<file path="src/rtl/npc_ctrl.sv">
// Multi-cycle sequencer for the NPC core: owns pc/inst, runs the fetch and
// load/store handshakes, and gates rf/pc updates so one instruction executes at a time.
module npc_ctrl #(
  parameter logic [31:0] RESET_PC = 32'h8000_0000,
  parameter int unsigned TIMEOUT  = 255
) (
  input  logic        clk,
  input  logic        rst_n,
  output logic        ifu_req_valid,
  input  logic        ifu_req_ready,
  output logic [31:0] ifu_req_addr,
  input  logic        ifu_resp_valid,
  input  logic [31:0] ifu_resp_data,
  output logic [31:0] inst,
  output logic [31:0] pc,
  input  logic        dec_dram_en,
  input  logic        dec_dram_wen,
  input  logic        dec_rf_wen,
  input  logic        dec_ebreak,
  input  logic [31:0] next_pc,
  output logic        lsu_req_valid,
  output logic        lsu_req_wen,
  input  logic        lsu_req_ready,
  input  logic        lsu_resp_valid,
  output logic        rf_wen,
  output logic        retire,
  output logic [63:0] instret,
  output logic        halted,
  output logic        err
);

  localparam int unsigned CNT_W = (TIMEOUT > 0) ? $clog2(TIMEOUT + 1) : 1;
  localparam logic [31:0] NOP   = 32'h0000_0013;

  typedef enum logic [2:0] {
    IDLE, IF_REQ, IF_WAIT, EXEC, MEM_REQ, MEM_WAIT, WB, HALT
  } state_t;

  state_t           state;
  state_t           state_nxt;
  logic [CNT_W-1:0] phase_cnt;
  logic             in_phase;
  logic             phase_done;
  logic             timeout_hit;

  // A phase spans REQ plus WAIT; the step that advances the phase beats the timeout.
  always_comb begin
    in_phase   = state inside {IF_REQ, IF_WAIT, MEM_REQ, MEM_WAIT};
    phase_done = 1'b0;
    case (state)
      IF_REQ:   phase_done = ifu_req_ready;
      IF_WAIT:  phase_done = ifu_resp_valid;
      MEM_REQ:  phase_done = lsu_req_ready;
      MEM_WAIT: phase_done = lsu_resp_valid;
      default:  phase_done = 1'b0;
    endcase
    timeout_hit = (TIMEOUT != 0) && in_phase && !phase_done &&
                  ((32'(phase_cnt) + 32'd1) >= TIMEOUT);
  end

  always_ff @(posedge clk or negedge rst_n) begin
    if (!rst_n) state <= IDLE;
    else        state <= state_nxt;
  end

  always_comb begin
    state_nxt = state;
    case (state)
      IDLE:     state_nxt = IF_REQ;
      IF_REQ:   if (ifu_req_ready)  state_nxt = IF_WAIT;
      IF_WAIT:  if (ifu_resp_valid) state_nxt = EXEC;
      EXEC: begin
        if (dec_ebreak)       state_nxt = HALT;
        else if (dec_dram_en) state_nxt = MEM_REQ;
        else                  state_nxt = WB;
      end
      MEM_REQ:  if (lsu_req_ready)  state_nxt = MEM_WAIT;
      MEM_WAIT: if (lsu_resp_valid) state_nxt = WB;
      WB:       state_nxt = IF_REQ;
      HALT:     state_nxt = HALT;
      default:  state_nxt = IDLE;
    endcase
    if (timeout_hit) state_nxt = HALT;
  end

  always_comb begin
    ifu_req_valid = (state == IF_REQ);
    lsu_req_valid = (state == MEM_REQ);
    lsu_req_wen   = (state == MEM_REQ) && dec_dram_wen;
    rf_wen        = (state == WB) && dec_rf_wen;
    retire        = (state == WB) || ((state == EXEC) && dec_ebreak);
    halted        = (state == HALT);
  end

  assign ifu_req_addr = pc;

  always_ff @(posedge clk or negedge rst_n) begin
    if (!rst_n) begin
      pc        <= RESET_PC;
      inst      <= NOP;
      instret   <= 64'd0;
      err       <= 1'b0;
      phase_cnt <= '0;
    end else begin
      if (state == IF_WAIT && ifu_resp_valid) inst <= ifu_resp_data;
      if (state == WB) pc <= next_pc;
      if (retire) instret <= instret + 64'd1;
      if (timeout_hit) err <= 1'b1;
      // Counter is zero outside a phase, so every REQ entry starts from zero.
      if (!in_phase)
        phase_cnt <= '0;
      else if (phase_cnt != {CNT_W{1'b1}})
        phase_cnt <= phase_cnt + CNT_W'(1);
    end
  end

endmodule

</file>
<file path="config.mk">
export PLATFORM = sky130hd
export DESIGN_NAME = npc_ctrl
export DESIGN_NICKNAME = d
export VERILOG_FILES = /design/src/rtl/npc_ctrl.sv
export SDC_FILE = /design/constraint.sdc
export NUM_CORES = 1
export LEC_CHECK = 0
export CORE_UTILIZATION = 40
export CTS_CLUSTER_SIZE = 25
export DETAILED_ROUTE_END_ITERATION = 8
export GPL_TIMING_DRIVEN = 0
export PLACE_DENSITY = 0.77
export SLEW_MARGIN = 0
export SYNTH_ARGS = -nofsm -noshare
export SYNTH_HDL_FRONTEND = slang
export SYNTH_SLANG_ARGS = --single-unit
</file>
<file path="constraint.sdc">
create_clock -name clk -period 2.89 [get_ports clk]
set_input_delay 0.867 -clock clk [delete_from_list [all_inputs] [get_ports clk]]
set_output_delay 0.867 -clock clk [all_outputs]
set_load 0.05 [all_outputs]
</file>
* Yosys cells after proc, flatten, opt, wreduce, memory -nomap -nowiden
Cells that the tools add are included.
** Word-level totals
- Bits of input ports :: 74
- Output and inout bits :: 167
- Flip-flop bits (word level) :: 140
** Cells by class
- Add/subtract/negate cells :: 3
- Equality and inequality tests :: 13
- Muxes and demuxes :: 11
- Reduce and logical (&&, ||, !) cells :: 12
- Magnitude comparators :: 1
** Operators with widths (count)
- $add 64x1->64 const B :: 1
- $pmux 3 s7 :: 1
- $mux 8 :: 2
- $mux 3 :: 5
- $eq 3x3->1 const B :: 4
- $add 8x1->9 const B :: 1
- $ge 9x8->1 const B :: 1
- $add 8x1->8 const B :: 1
- $ne 8x8->1 const B :: 1
- $eq 3x2->1 const B :: 2
- $logic_and 1x1->1 :: 6
- $ne 3x1->1 const B :: 2
- $ne 3x3->1 const B :: 2
- $mux 2 :: 2
- $pmux 1 s4 :: 1
- $reduce_and 4->1 :: 1
- $reduce_bool 4->1 :: 1
- $eq 3x1->1 const B :: 1
- $logic_not 3->1 :: 1
- $ne 2x1->1 const B :: 1
- $reduce_or 2->1 :: 1
- $logic_not 1->1 :: 1
- $logic_or 1x1->1 :: 1

* Depth between registers and ports, before layout
- Word-level depth :: 7
- Gate-level depth with buffers :: 7
- Gate-level depth less buffers :: 7

* Worst setup path after synthesis
No wires, ideal clock.
- Kind :: reg-to-output
- From :: register state[0]
- To :: output port lsu_req_wen
- Buffers on the path :: 1
- Arrival time :: 1.910 ns
- Path slack :: 0.113 ns
- Stages on the path, launching flop included :: 5
- Cells stage by stage :: dfrtp_1 clkbuf_1 nand2b_1 nor2_1 and2_1
** Between the ends
- Word-level cells in the longest chain between the ends :: 2
** Ends and longest elaborated chain
- start, declared :: RTL line 39 : state_t state;
- start signal, assigned :: RTL line 63 : else state <= state_nxt;
- $eq 3x3->1
- via lsu_req_valid :: RTL line 21 : output logic lsu_req_valid,
- $logic_and 1x1->1 :: RTL line 89 : lsu_req_wen = (state == MEM_REQ) && dec_dram_wen;
- end, declared :: RTL line 22 : output logic lsu_req_wen,
The timed path passes the listed nets, and every way through them passes these cells.

* Final worst setup path
- From :: input port dec_ebreak
- To :: output port retire
** Between the ends
- Word-level cells in the longest chain between the ends :: 2
** Ends and longest elaborated chain
- start, declared :: RTL line 19 : input logic dec_ebreak,
- $logic_and 1x1->1 :: RTL line 91 : retire = (state == WB) || ((state == EXEC) && dec_ebreak);
- $logic_or 1x1->1 :: RTL line 91
- end, declared :: RTL line 26 : output logic retire,
No other way between the ends.

==> key figures <==
Critical path
  • CP Cell Sequence: clkdlybuf4s50_1 -> and4b_2 -> or2_4 -> buf_6
  • CP Class: input port to primary output
  • WP data required: 2020 ps
  • Crit path launch: dec_ebreak
  • Startpoint Class: input port
  • Worst EP arrival: 2000 ps
  • R2r endpoint: instret[38]
  • R2R Setup Slk: 690 ps
  • Crit. End Element: primary output
  • Critical path's slowest cell: clkdlybuf4s50_1
  • Crit-path max FO: 5
  • Worst reg-to-reg path cell count: 8
  • Peak per-stage delay on the critical path: 430 ps
  • RR Startpoint: state[2]

Global routing
  • Vias in the first global route: 5074
  • Largest net degree at the start of global routing: 88
  • Global-route usage over all layers: 20.00%
  • First-pass GRT wire length: 25490 um
  • Initial antenna violation count: 0
  • Gr ovfl total: 0

Logic synthesis
  • Mapped Nets: 598
  • Synth cell count leaders: 136 x dfrtp_1, 67 x mux2_2, 40 x xor2_1, 32 x buf_4, 29 x nor2_1
  • Cells after Synth: 521
  • Ys flop type: dfrtp_1
  • Synth top area cells: dfrtp_1 54%, mux2_2 12%, xor2_1 5.5%, xnor2_1 3.9%, buf_4 3.8%
  • Syn Std Cell Area: 6315 um^2
  • Unique masters post-synth: 45
  • Syn Area/Cell: 12.12 um^2
  • Yosys reg bits: 140
  • Count leader, synth: dfrtp_1
  • Top cell type's share of synthesized area: 53.89%
  • Ys async rst share: 100.0%
  • Post-synth top area cell: dfrtp_1
  • YS warnings: 0
  • EDFF count, synth: 0
  • Post-synthesis sequential area ratio: 55.56%

Route
  • First-iteration detailed-routing DRC count: 168
  • Vias per std cell: 4.893
  • Via count: 4917
  • Routed WL: 15620 um
  • DRT Pass-1 Iters: 4
  • Detail Route Antenna Nets: 0
  • Residual DRC: 0
  • Routed len/inst: 15.54 um

Min path
  • Worst min-delay path class: input port to asynchronous set/reset pin

Layout
  • Final nets: 858
  • Finished Layout Cells: 1005
  • Finished Core Util: 62.78%
  • Area grow syn2layout: 52.25%
  • Ant diodes: 0
  • Finished Cell Area: 9614 um^2
  • # fillers: 1217
  • Share of layout cells above drive strength 1: 20.53%

STA
  • Slew Limit Headroom: 57.14%
  • Skew final: 7.231 ps
  • RSZ-0062 raised after global routing: true
  • Setup total negative slack: 0 ps
  • Worst-Margin Slew: 640.7 ps
  • Final Cycle Share: 99.08%
  • Final setup fails: 0
  • Max Slew Vio Count: 0
  • F_max: 0.3492 GHz
  • Fin crit period: 2863 ps
  • Final Hold Viols: 0

Pwr
  • Pwr/cell area: 1106 nW/um^2
  • Leak: 0.004219 uW
  • Max VDD drop: 991.3 uV

Clock tree
  • Root buf cell: clkbuf_16
  • Total CTS buffers: 17
  • Clock Path Buffers: 2
  • CTS tree: done
  • Clock Latency Late Sink: 410 ps
  • H-tree depth: 4
  • # clock sinks: 140
  • Reg clk slew, reported paths: 60 ps

Floorplan
  • Die H: 127.6 um
  • Starting Density: 41.23%
  • Die X: 127.6 um
  • CORE AREA: 15310 um^2
  • Num ports: 241
  • Die area: 16290 um^2
  • Row Count: 45

Placed design
  • Hpwl dp: 11470 um
  • DP Cell Count: 973
  • DP Area: 9010 um^2
  • PortBufs: 240
  • Global placement routability congestion: 0.8147

Job
  • Maxcap violations: 0

Status
  • Outcome: completed
==> placed cells by master (no fill, tap or decap), types with 3 or more instances in the layout <==
master	count
buf_6	4
ha_1	3
clkdlybuf4s50_1	233
nor2_1	29
clkbuf_16	17
a21oi_1	7
mux2_2	67
inv_1	16
and3_1	6
bufinv_16	3
xnor2_1	28
dfrtp_1	136
xor2_1	40
o21ai_0	3
clkinvlp_4	7
nor4_1	5
buf_1	5
nand3_1	21
nor3b_1	4
nor3_1	27
dfstp_2	4
buf_4	34
and4_1	5
nand4_1	15
buf_2	7
nand2_1	21
and2_1	6
==> area by class of cell <==
cell class                 instances  area (um^2)  share of cell area, %
timing repair buffer             242         2422                  25.20
clock buffer                      18        439.2                  4.568
inverter                          16        60.06                 0.6247
sequential                       140         3508                  36.49
tap                              211        264.0                  2.746
clock inverter                    14        170.2                  1.770
buffer                            48        326.6                  3.397
multi-input combinational        316         2424                  25.21
==> metal layers <==
layer | wire [um] | track usage, % | up-vias
met2 | 8223 | 35.36 | 152
met5 | 0 | 0 | -
li1 | - | - | 2281
met4 | 201 | 7.612 | 0
met3 | 983 | 5.821 | 19
met1 | 6209 | 22.86 | 2465
==> power breakdown <==
part / total [uW] / internal, uW / switching, uW / leakage (uW)
Sequential: 2880 / 2500 / 388 / 0.00176
Clock: 2220 / 1380 / 846 / 0.000277
Combinational: 5520 / 2090 / 3440 / 0.00218
==> cell families (layout without fill, tap and decap cells) <==
logic type	count (synthesis)	in the layout	share of synthesized area (%)
and+or+nand+nor	158	158	14.35
DFF	140	140	55.56
xor gates and xnor gates	68	68	9.431
muxes	68	68	12.11
buffers and inverters	65	338	6.122
AOI/OAI and AO/OA	19	19	1.843
adders and majority gates	3	3	0.5945
==> critical path: cells and delay by family <==
family / cells / cell delay [ps]
and+or+nand+nor: 2 / 530
buffers and inverters: 2 / 590
==> worst max path at each step <==
stage,cells after the start,to
2_1_floorplan,4,lsu_req_wen
3_3_place_gp,1,inst[10]
3_5_place_dp,5,retire
4_1_cts,5,retire
5_1_grt,4,retire
6_report,4,retire
==> sequential cells by signal, indices dropped and copies added, names as in the netlist <==
signal and flops:
err 1, ifu_req_addr 32, inst 32, instret 64, phase_cnt 8, state 3
==> per-stage QoR <==
step | hold slack, ps | total power [uW] | setup WS (ps)
CTS | 406.0 | 10740 | -142.2
detailed placement | 469.3 | 8470 | -847.3
global route | 429.7 | 11060 | -13.99
global placement | 455.9 | 8373 | -4473
finish | 405.5 | 10630 | 26.60
floorplan | 532.7 | 6612 | 113.3
==> timing repair <==
item                                    4_1_cts  5_1_grt
resized for setup                            18        7
buffers inserted                              0        1
hold buffers                                  0        0
endpoints found under the setup margin        6        4
Note: power is estimated with default switching activity, not from simulation.
